### src/rtl/id_stage_hz_if.sv
// Decode-stage bundle: IF/ID inputs, writeback port, EX control, and the registered ID/EX outputs.
// Latency: none. This is a wiring bundle only.
// Backpressure: carries stallE/flushE in and stallD out. The slave side holds or bubbles ID/EX.
//
// Ports (by modport; "slave" is the decode stage):
//   ID in     : validD, instrD, PCD, PCPlus4D, ImmExtD, ctrlD, MemReadD, useRs1D, useRs2D
//   WB in     : weW, RdW, ResultW
//   EX ctl in : stallE, flushE
//   out       : stallD, validE, ctrlE, MemReadE, RD1E, RD2E, PCE, PCPlus4E, ImmExtE,
//               RdE, Rs1E, Rs2E, funct3E
interface id_stage_hz_if #(
    parameter int XLEN   = 32,
    parameter int REG_AW = 5,
    parameter int CTRL_W = 16
);
    // IF/ID side
    logic              validD;
    logic [31:0]       instrD;
    logic [XLEN-1:0]   PCD;
    logic [XLEN-1:0]   PCPlus4D;
    logic [XLEN-1:0]   ImmExtD;
    logic [CTRL_W-1:0] ctrlD;
    logic              MemReadD;
    logic              useRs1D;
    logic              useRs2D;

    // writeback port into the register file
    logic              weW;
    logic [REG_AW-1:0] RdW;
    logic [XLEN-1:0]   ResultW;

    // EX-side control
    logic              stallE;
    logic              flushE;

    // outputs
    logic              stallD;
    logic              validE;
    logic [CTRL_W-1:0] ctrlE;
    logic              MemReadE;
    logic [XLEN-1:0]   RD1E;
    logic [XLEN-1:0]   RD2E;
    logic [XLEN-1:0]   PCE;
    logic [XLEN-1:0]   PCPlus4E;
    logic [XLEN-1:0]   ImmExtE;
    logic [REG_AW-1:0] RdE;
    logic [REG_AW-1:0] Rs1E;
    logic [REG_AW-1:0] Rs2E;
    logic [2:0]        funct3E;

    modport master (
        output validD, instrD, PCD, PCPlus4D, ImmExtD, ctrlD, MemReadD, useRs1D, useRs2D,
        output weW, RdW, ResultW,
        output stallE, flushE,
        input  stallD, validE, ctrlE, MemReadE, RD1E, RD2E, PCE, PCPlus4E, ImmExtE,
        input  RdE, Rs1E, Rs2E, funct3E
    );

    modport slave (
        input  validD, instrD, PCD, PCPlus4D, ImmExtD, ctrlD, MemReadD, useRs1D, useRs2D,
        input  weW, RdW, ResultW,
        input  stallE, flushE,
        output stallD, validE, ctrlE, MemReadE, RD1E, RD2E, PCE, PCPlus4E, ImmExtE,
        output RdE, Rs1E, Rs2E, funct3E
    );
endinterface

### src/rtl/id_stage_hz.sv
// RV32I decode stage: register file, load-use hazard detect, ID/EX pipeline register.
// Latency: 1 cycle from ID inputs to the E outputs. stallD is combinational.
// Backpressure: stallE holds ID/EX and raises stallD. A load-use pair inserts one bubble. flushE wins over both.
//
// Ports:
//   clk    rising-edge clock
//   reset  synchronous, active-high; clears register file and ID/EX
//   bus    id_stage_hz_if.slave (ID inputs, writeback port, stallE/flushE in, stallD and E outputs)
//
// Build option: define RF_BYPASS_EN to make a same-cycle write and read of one nonzero
// register return ResultW (write-through). When it is not defined, the read sees the old value
// and EX forwarding has to cover that case.
module id_stage_hz #(
    parameter int XLEN   = 32,
    parameter int NREG   = 32,
    parameter int REG_AW = 5,
    parameter int CTRL_W = 16
) (
    input  logic          clk,
    input  logic          reset,
    id_stage_hz_if.slave  bus
);

    // ID/EX payload, kept as one packed word so that the hold and bubble paths stay uniform.
    typedef struct packed {
        logic              valid;
        logic [CTRL_W-1:0] ctrl;
        logic              mem_read;
        logic [XLEN-1:0]   rd1;
        logic [XLEN-1:0]   rd2;
        logic [XLEN-1:0]   pc;
        logic [XLEN-1:0]   pc_plus4;
        logic [XLEN-1:0]   imm;
        logic [REG_AW-1:0] rd;
        logic [REG_AW-1:0] rs1;
        logic [REG_AW-1:0] rs2;
        logic [2:0]        funct3;
    } idex_t;

    // ------------------------------------------------------------------
    // Instruction field extraction
    // ------------------------------------------------------------------
    logic [REG_AW-1:0] rs1_d;
    logic [REG_AW-1:0] rs2_d;
    logic [REG_AW-1:0] rd_d;
    logic [2:0]        funct3_d;

    assign rs1_d    = REG_AW'(bus.instrD[19:15]);
    assign rs2_d    = REG_AW'(bus.instrD[24:20]);
    assign rd_d     = REG_AW'(bus.instrD[11:7]);
    assign funct3_d = bus.instrD[14:12];

    // Opcode and funct7 are decoded upstream into ctrlD.
    logic unused_instr_bits;
    assign unused_instr_bits = ^{bus.instrD[31:25], bus.instrD[6:0]};

    // ------------------------------------------------------------------
    // Register file
    // ------------------------------------------------------------------
    logic [XLEN-1:0] rf [NREG];

    // A register index is "real" when it is nonzero and backed by storage.
    // x0 and out-of-range indices read as zero and absorb writes.
    function automatic logic idx_ok(input logic [REG_AW-1:0] idx);
        return (idx != '0) && (int'(idx) < NREG);
    endfunction

    always_ff @(posedge clk) begin
        if (reset) begin
            for (int i = 0; i < NREG; i++) begin
                rf[i] <= '0;
            end
        end else if (bus.weW && idx_ok(bus.RdW)) begin
            rf[bus.RdW] <= bus.ResultW;
        end
    end

    logic [XLEN-1:0] rd1_d;
    logic [XLEN-1:0] rd2_d;

    always_comb begin
        rd1_d = '0;
        if (idx_ok(rs1_d)) begin
            rd1_d = rf[rs1_d];
`ifdef RF_BYPASS_EN
            if (bus.weW && (bus.RdW == rs1_d)) begin
                rd1_d = bus.ResultW;
            end
`endif
        end
    end

    always_comb begin
        rd2_d = '0;
        if (idx_ok(rs2_d)) begin
            rd2_d = rf[rs2_d];
`ifdef RF_BYPASS_EN
            if (bus.weW && (bus.RdW == rs2_d)) begin
                rd2_d = bus.ResultW;
            end
`endif
        end
    end

    // ------------------------------------------------------------------
    // Load-use hazard
    // ------------------------------------------------------------------
    idex_t idex_q;
    idex_t idex_d;
    logic  hz;
    logic  rs1_match;
    logic  rs2_match;

    assign rs1_match = bus.useRs1D && (idex_q.rd == rs1_d);
    assign rs2_match = bus.useRs2D && (idex_q.rd == rs2_d);

    // Compared against the ID/EX contents, so hz clears by itself once the bubble
    // has replaced the load in EX. Each load-use pair stalls for exactly one cycle.
    assign hz = idex_q.valid && idex_q.mem_read && (idex_q.rd != '0) &&
                bus.validD && (rs1_match || rs2_match);

    // The flush discards the instruction in ID, so the front end must not be held.
    assign bus.stallD = (hz || bus.stallE) && !bus.flushE;

    // ------------------------------------------------------------------
    // ID/EX register
    // ------------------------------------------------------------------
    always_comb begin
        idex_d          = '0;
        idex_d.valid    = bus.validD;
        // An empty IF/ID slot must not carry side effects into EX.
        idex_d.ctrl     = bus.validD ? bus.ctrlD : '0;
        idex_d.mem_read = bus.validD && bus.MemReadD;
        idex_d.rd1      = rd1_d;
        idex_d.rd2      = rd2_d;
        idex_d.pc       = bus.PCD;
        idex_d.pc_plus4 = bus.PCPlus4D;
        idex_d.imm      = bus.ImmExtD;
        idex_d.rd       = rd_d;
        idex_d.rs1      = rs1_d;
        idex_d.rs2      = rs2_d;
        idex_d.funct3   = funct3_d;
    end

    // Priority: reset, then flush, then EX hold, then hazard bubble, then normal load.
    // Bubbles are written as all-zero, so the data fields also read 0.
    always_ff @(posedge clk) begin
        if (reset) begin
            idex_q <= '0;
        end else if (bus.flushE) begin
            idex_q <= '0;
        end else if (bus.stallE) begin
            idex_q <= idex_q;
        end else if (hz) begin
            idex_q <= '0;
        end else begin
            idex_q <= idex_d;
        end
    end

    assign bus.validE   = idex_q.valid;
    assign bus.ctrlE    = idex_q.ctrl;
    assign bus.MemReadE = idex_q.mem_read;
    assign bus.RD1E     = idex_q.rd1;
    assign bus.RD2E     = idex_q.rd2;
    assign bus.PCE      = idex_q.pc;
    assign bus.PCPlus4E = idex_q.pc_plus4;
    assign bus.ImmExtE  = idex_q.imm;
    assign bus.RdE      = idex_q.rd;
    assign bus.Rs1E     = idex_q.rs1;
    assign bus.Rs2E     = idex_q.rs2;
    assign bus.funct3E  = idex_q.funct3;

endmodule

### src/flat_wrapper.sv
// flat-port wrapper written by rule: the top's interface ports become plain ports
module id_stage_hz_flat 
#(
    parameter int XLEN   = 32,
    parameter int NREG   = 32,
    parameter int REG_AW = 5,
    parameter int CTRL_W = 16
)
  (clk, reset, bus_validD, bus_instrD, bus_PCD, bus_PCPlus4D, bus_ImmExtD, bus_ctrlD, bus_MemReadD, bus_useRs1D, bus_useRs2D, bus_weW, bus_RdW, bus_ResultW, bus_stallE, bus_flushE, bus_stallD, bus_validE, bus_ctrlE, bus_MemReadE, bus_RD1E, bus_RD2E, bus_PCE, bus_PCPlus4E, bus_ImmExtE, bus_RdE, bus_Rs1E, bus_Rs2E, bus_funct3E);
  id_stage_hz_if #(.XLEN(XLEN), .REG_AW(REG_AW), .CTRL_W(CTRL_W)) bus_i ();
  input  logic clk;
  input  logic reset;
  input wire logic [$bits(bus_i.validD)-1:0] bus_validD;
  input wire logic [$bits(bus_i.instrD)-1:0] bus_instrD;
  input wire logic [$bits(bus_i.PCD)-1:0] bus_PCD;
  input wire logic [$bits(bus_i.PCPlus4D)-1:0] bus_PCPlus4D;
  input wire logic [$bits(bus_i.ImmExtD)-1:0] bus_ImmExtD;
  input wire logic [$bits(bus_i.ctrlD)-1:0] bus_ctrlD;
  input wire logic [$bits(bus_i.MemReadD)-1:0] bus_MemReadD;
  input wire logic [$bits(bus_i.useRs1D)-1:0] bus_useRs1D;
  input wire logic [$bits(bus_i.useRs2D)-1:0] bus_useRs2D;
  input wire logic [$bits(bus_i.weW)-1:0] bus_weW;
  input wire logic [$bits(bus_i.RdW)-1:0] bus_RdW;
  input wire logic [$bits(bus_i.ResultW)-1:0] bus_ResultW;
  input wire logic [$bits(bus_i.stallE)-1:0] bus_stallE;
  input wire logic [$bits(bus_i.flushE)-1:0] bus_flushE;
  output wire logic [$bits(bus_i.stallD)-1:0] bus_stallD;
  output wire logic [$bits(bus_i.validE)-1:0] bus_validE;
  output wire logic [$bits(bus_i.ctrlE)-1:0] bus_ctrlE;
  output wire logic [$bits(bus_i.MemReadE)-1:0] bus_MemReadE;
  output wire logic [$bits(bus_i.RD1E)-1:0] bus_RD1E;
  output wire logic [$bits(bus_i.RD2E)-1:0] bus_RD2E;
  output wire logic [$bits(bus_i.PCE)-1:0] bus_PCE;
  output wire logic [$bits(bus_i.PCPlus4E)-1:0] bus_PCPlus4E;
  output wire logic [$bits(bus_i.ImmExtE)-1:0] bus_ImmExtE;
  output wire logic [$bits(bus_i.RdE)-1:0] bus_RdE;
  output wire logic [$bits(bus_i.Rs1E)-1:0] bus_Rs1E;
  output wire logic [$bits(bus_i.Rs2E)-1:0] bus_Rs2E;
  output wire logic [$bits(bus_i.funct3E)-1:0] bus_funct3E;
  assign bus_i.validD = bus_validD;
  assign bus_i.instrD = bus_instrD;
  assign bus_i.PCD = bus_PCD;
  assign bus_i.PCPlus4D = bus_PCPlus4D;
  assign bus_i.ImmExtD = bus_ImmExtD;
  assign bus_i.ctrlD = bus_ctrlD;
  assign bus_i.MemReadD = bus_MemReadD;
  assign bus_i.useRs1D = bus_useRs1D;
  assign bus_i.useRs2D = bus_useRs2D;
  assign bus_i.weW = bus_weW;
  assign bus_i.RdW = bus_RdW;
  assign bus_i.ResultW = bus_ResultW;
  assign bus_i.stallE = bus_stallE;
  assign bus_i.flushE = bus_flushE;
  assign bus_stallD = bus_i.stallD;
  assign bus_validE = bus_i.validE;
  assign bus_ctrlE = bus_i.ctrlE;
  assign bus_MemReadE = bus_i.MemReadE;
  assign bus_RD1E = bus_i.RD1E;
  assign bus_RD2E = bus_i.RD2E;
  assign bus_PCE = bus_i.PCE;
  assign bus_PCPlus4E = bus_i.PCPlus4E;
  assign bus_ImmExtE = bus_i.ImmExtE;
  assign bus_RdE = bus_i.RdE;
  assign bus_Rs1E = bus_i.Rs1E;
  assign bus_Rs2E = bus_i.Rs2E;
  assign bus_funct3E = bus_i.funct3E;
  id_stage_hz #(.XLEN(XLEN), .NREG(NREG), .REG_AW(REG_AW), .CTRL_W(CTRL_W)) u_core (.clk(clk), .reset(reset), .bus(bus_i));
endmodule
### config.mk
export PLATFORM = sky130hd
export DESIGN_NAME = id_stage_hz_flat
export DESIGN_NICKNAME = d
export VERILOG_FILES = /design/src/rtl/id_stage_hz_if.sv /design/src/rtl/id_stage_hz.sv /design/src/flat_wrapper.sv
export SDC_FILE = /design/constraint.sdc
export NUM_CORES = 2
export LEC_CHECK = 0
export CAP_MARGIN = 20
export CORE_ASPECT_RATIO = 0.5
export CORE_UTILIZATION = 35
export CTS_CLUSTER_DIAMETER = 30
export DETAILED_ROUTE_END_ITERATION = 7
export HOLD_SLACK_MARGIN = 0.06
export PLACE_DENSITY = 0.65
export SYNTH_ARGS = -nofsm -noshare
export SYNTH_HDL_FRONTEND = slang
export SYNTH_SLANG_ARGS = --single-unit
### constraint.sdc
create_clock -name clk -period 2 [get_ports clk]
set_input_delay 0.4 -clock clk [delete_from_list [all_inputs] [get_ports clk]]
set_output_delay 0.4 -clock clk [all_outputs]
set_load 0.1 [all_outputs]
# --- Word-level counts from Yosys, hierarchy flattened ---
# Memory sizes are Yosys's and may differ from the RTL's.
# Cells that the tools add are included.
# Widths: inputs -> output; s select.
totals:
  ram_bits: 1024
  regBits: 196
  in_bits: 190
  output_inout_bits: 197
  latch_bits: 0
  memories: 1
  romBits: 0
mem_list:
  columns: ["name", "depth", "width", "rd", "rd_clocked_by_memory_dff", "write_ports", "line_no", "text"]
  rows:
  - ["u_core.rf", 32, 32, 2, 0, 32, "id_stage_hz.sv:60", "logic [XLEN-1:0] rf [NREG];"]
op_classes:
  shift: 0
  n_div: 0
  bitwise_logic: 0
  add_sub_neg: 0
  eq_ne: 2
  n_mul: 0
  reduce_logical: 18
  order_cmp: 0
  muxes: 12
ops:
  columns: ["op", "count"]
  rows:
  - ["$mux 196", 1]
  - ["$mux 32", 3]
  - ["$reduce_or 32->1", 1]
  - ["$reduce_bool 5->1", 4]
  - ["$mux 16", 1]
  - ["$eq 5x5->1", 2]
  - ["$logic_and 1x1->1", 9]
  - ["$mux 1", 6]
  - ["$mux 5", 1]
  - ["$logic_or 1x1->1", 2]
  - ["$reduce_or 2->1", 1]
  - ["$logic_not 1->1", 1]

# --- Depth between registers and ports, before layout ---
depth:
  depth_word: 7
  ltp_mapped: 9

# --- Worst setup path before layout ---
# No wires, ideal clock.
synth_path:
  path_kind: "register to output"
  from: "register u_core.idex_q, in the netlist u_core.bus.RdE[3]"
  to: "output port bus_stallD"
  setup_slack_ns: -1.843
  required_ns: 1.600
  stages_incl_launch_ff: 8
  arrival_ns: 3.443
  cell_sequence: "dfxtp_1 -> xnor2_1 -> nand4_1 -> o22ai_2 -> a21o_1 -> buf_4 -> buf_4 -> nor2b_1"
synth_via:
  elab_chain_len: 6
  elab_cells_between_ends: 11
  cone_classes: "2 x eq/ne; 9 x reduce/logical"
synth_lines:
  columns: ["item", "line_no", "text"]
  rows:
  - ["from (decl)", "id_stage_hz.sv:108", "idex_t idex_q;"]
  - ["from (signal assigned)", "id_stage_hz.sv:153", "idex_q <= idex_q;"]
  - ["from (signal assigned)", "id_stage_hz.sv:157", "idex_q <= idex_d;"]
  - ["$eq 5x5->1 (tied with other cells)", "id_stage_hz.sv:114", "assign rs1_match = bus.useRs1D && (idex_q.rd == rs1_d);"]
  - ["$logic_and 1x1->1, on equally long branches", "id_stage_hz.sv:114, id_stage_hz.sv:115, id_stage_hz.sv:119", null]
  - ["$logic_or 1x1->1 / $logic_and 1x1->1 (equally long branches)", "id_stage_hz.sv:120, id_stage_hz.sv:119", null]
  - ["$logic_and 1x1->1 (*)", "id_stage_hz.sv:120", "bus.validD && (rs1_match || rs2_match);"]
  - ["$logic_or 1x1->1 (*)", "id_stage_hz.sv:123", "assign bus.stallD = (hz || bus.stallE) && !bus.flushE;"]
  - ["$logic_and 1x1->1 (*)", "id_stage_hz.sv:123", null]
  - ["to (decl)", "flat_wrapper.sv:27", "output wire logic [$bits(bus_i.stallD)-1:0] bus_stallD;"]
# Every way passes the cells marked *; elsewhere a longest branch is shown, timed or not.

# --- Worst setup path in the final report ---
layout_path:
  from: "register u_core.idex_q, in the netlist u_core.bus.RdE[4]"
  to: "output port bus_stallD"
# The elaborated chain is that of the path after synthesis.

==> impl_metrics.env <==
export IMPL_vias=45021
export IMPL_cp_max_fo=5
export IMPL_dieWidth_um=599.8
export IMPL_drt_iter0_drc=6409
export IMPL_gr_total_overflow=0
export IMPL_grt_max_degree=69
export IMPL_layout_nets=5329
export IMPL_synth_area_mm2=0.06254
export IMPL_finalHoldViolCount=0
export IMPL_yosys_top_cells_area="edfxtp_1, mux4_2, and2_1"
export IMPL_clock_skew_ns=0.05615
export IMPL_cp_arrival_ns=2.30
export IMPL_area_growth_pct=30.80
export IMPL_p_clk_share_pct=49.5
export IMPL_grt_pass1_vias=45312
export IMPL_synth_most_common_cell="and2_1"
export IMPL_synth_edf_count=1024
export IMPL_fp_row_count=109
export IMPL_syn_area_per_cell_um2=14.11
export IMPL_async_reset_ff_share_pct=0
export IMPL_root_buffer="clkbuf_16"
export IMPL_antenna_found_initial=18
export IMPL_postSynthCellCount=4431
export IMPL_vias_per_cell=5.839
export IMPL_grt_usage_pct=24.75
export IMPL_synth_cell_type_count=44
export IMPL_fin_crit_sh_pct=135.0
export IMPL_dp_hpwl_um=155000
export IMPL_yosysSeqAreaShare_pct=55.45
export IMPL_vdd_drop_max_v=0.0007007
export IMPL_synthFlopType="edfxtp_1"
export IMPL_routabilityCongestion=0.9347
export IMPL_netlist_area_leader_share_pct=49.17
export IMPL_synth_largest_area_cell="edfxtp_1"
export IMPL_clkLatencyLatePin_ns=0.85
export IMPL_yosysWarnings=0
export IMPL_drv_cap=0
export IMPL_r2r_slack_ns=-0.02
export IMPL_place_port_buffers=372
export IMPL_cts_buffers=204
export IMPL_switching_share_pct=25.80
export IMPL_setup_slack_ns=-0.7009
export IMPL_die_h_um=300.9
export IMPL_p_per_area_mw_per_mm2=938.6
export IMPL_power_mw=76.77
export IMPL_drive_gt1_share_pct=35.06
export IMPL_worst_slew_pin_slew_ns=0.5172
export IMPL_intPower_mw=56.96
export IMPL_path_clk_slew_ns=0.06
export IMPL_wl_per_cell_um=29.66
export IMPL_setup_viol=5
export IMPL_cts_sinks=1220
export IMPL_drc=28
export IMPL_crit_required_ns=1.60
export IMPL_setup_worst_path_end_class="output pin"
export IMPL_ys_seq_elements=1220
export IMPL_die_area_mm2=0.1805
export IMPL_start_kind="register"
export IMPL_grt_pass1_wl_um=320300
export IMPL_clockBufferDepth=3
export IMPL_ioPinCount=387
export IMPL_synthTopCellsByCount="and2_1, edfxtp_1, mux4_2, clkbuf_1, dfxtp_1"
export IMPL_violations="design-rule violations, negative setup slack"
export IMPL_slew_viol_final=0
export IMPL_firstDrtPassIters=8
export IMPL_cts_tree="done"
export IMPL_pwr_share_comb_pct=11.9
export IMPL_start_util_pct=35.33
export IMPL_pwr_share_seq_pct=38.6
export IMPL_ff_latch_area_mm2=0.03471
export IMPL_min_path_type="input pin to register"
export IMPL_detail_route_antenna_nets=0
export IMPL_rsz0062_at_grt="true"
export IMPL_period_needed_ns=2.701
export IMPL_multi_input_area_mm2=0.02605
export IMPL_leakagePower_nw=29.91
export IMPL_num_fill_cells=15208
export IMPL_drt_total_wl_um=228600
export IMPL_worst_hold_slack_ns=0.1133
export IMPL_p_switching_mw=19.81
export IMPL_status="finished with violations"
export IMPL_coreArea_mm2=0.1770
export IMPL_h_tree_depth=4
export IMPL_criticalPathCategory="register to output pin"
export IMPL_max_freq_mhz=370.2
export IMPL_max_slew_margin_pct=65.52
==> worst max-delay path: stages, from the launching register on <==
cell and delay [ns]:
dfxtp_4 0.38, xnor2_2 0.17, nand2_1 0.11, o22ai_4 0.21
a21o_4 0.22, nor2b_4 0.18, buf_12 0.18
==> power by group through the flow <==
stage	logic (mW)	registers [mW]	clock network, mW
finish	9.13	29.7	38.0
global route	9.36	29.8	39.4
CTS	8.98	29.6	38.2
detailed placement	8.91	30.1	0
global placement	8.84	30.0	0
floorplan	4.20	30.8	0
==> cell families (layout without fill, tap and decap cells) <==
family,Yosys count,in the layout,synth area share [%]
and+or+nand+nor,1439,1439,13.95
xor gates and xnor gates,10,10,0.1400
AOI/OAI and AO/OA,712,712,8.235
muxes,576,576,18.44
DFF,1220,1220,55.45
other,1,33,0.005997
buffers and inverters,473,1334,3.783
==> final cells by class <==
type / count / area share, %
Clock buffer: 226 / 6.455
Sequential cell: 1220 / 42.43
Timing Repair Buffer: 944 / 12.90
Antenna cell: 1 / 0.003059
Tap cell: 2386 / 3.650
Multi-Input combinational cell: 2769 / 31.84
Clock inverter: 164 / 2.724
==> cells in the final DEF, fill, tap and decap left out, types with 90 or more instances in the layout <==
cell type	netlist	layout
o21a_1	132	132
nand2_1	92	90
and2_1	1127	1124
buf_12	0	227
o22ai_1	128	128
nand2b_1	114	114
buf_4	36	519
edfxtp_1	1024	1024
mux2_2	125	125
dfxtp_1	196	184
mux4_2	448	448
clkdlybuf4s50_1	0	164
clkbuf_16	0	209
a21oi_1	195	194
==> routing by layer <==
metal	track usage, %	part of all wire, %
met4	11.52	4.6
met5	0	0.012
met3	6.614	12
met1	31.63	37
met2	39.30	46
==> state kept, by name, indices dropped and copies added (netlist names) <==
name / count
u_core.bus.RD1E: 32
u_core.bus.Rs1E: 5
u_core.bus.MemReadE: 1
u_core.bus.validE: 1
u_core.bus.ctrlE: 16
u_core.bus.PCE: 32
u_core.rf: 1024
u_core.bus.Rs2E: 5
u_core.bus.PCPlus4E: 32
u_core.bus.RD2E: 32
u_core.bus.funct3E: 3
u_core.bus.ImmExtE: 32
u_core.bus.RdE: 5
==> repair_timing <==
| action | in CTS | in global routing |
|---|---|---|
| resized for setup | 36 | 12 |
| setup buffers | 5 | 1 |
| hold endpoints to repair | 1 | 0 |
| setup endpoints to repair | 18 | 15 |
| pin swaps | 10 | 3 |
| gates cloned | 0 | 3 |
| hold buffers | 1 | 0 |
==> metrics by stage <==
stage                     setup TNS [ns]  cell area, um^2  worst slack, ns  cells  utilization (%)
after floorplan                  -0.4152            62710          -0.4152   4462                -
after global placement           -772.96            73940          -0.5678   7309            41.77
after detailed placement         -774.25            73940          -0.6178   7309            41.77
after CTS                        -0.7673            81650          -0.7544   7705            46.12
after global routing              -1.080            81800          -0.7565   7710            46.21
final                            -0.7262            81800          -0.7009   7710            46.21
==> path summary, 6_finish.rpt <==
| kind | startpoint | endpoint | depth (start not counted) |
|---|---|---|---|
| worst max-delay path | u_core.bus.RdE[4] | bus_stallD | 6 |
| worst min-delay path | bus_stallE | u_core.bus.Rs1E[3] | 3 |
| worst max register to register | u_core.bus.RdE[3] | u_core.bus.RD2E[26] | 9 |
| worst min register to register | u_core.bus.RD2E[1] | u_core.bus.RD2E[1] | 2 |
Note: power is estimated with default switching activity, not from simulation.
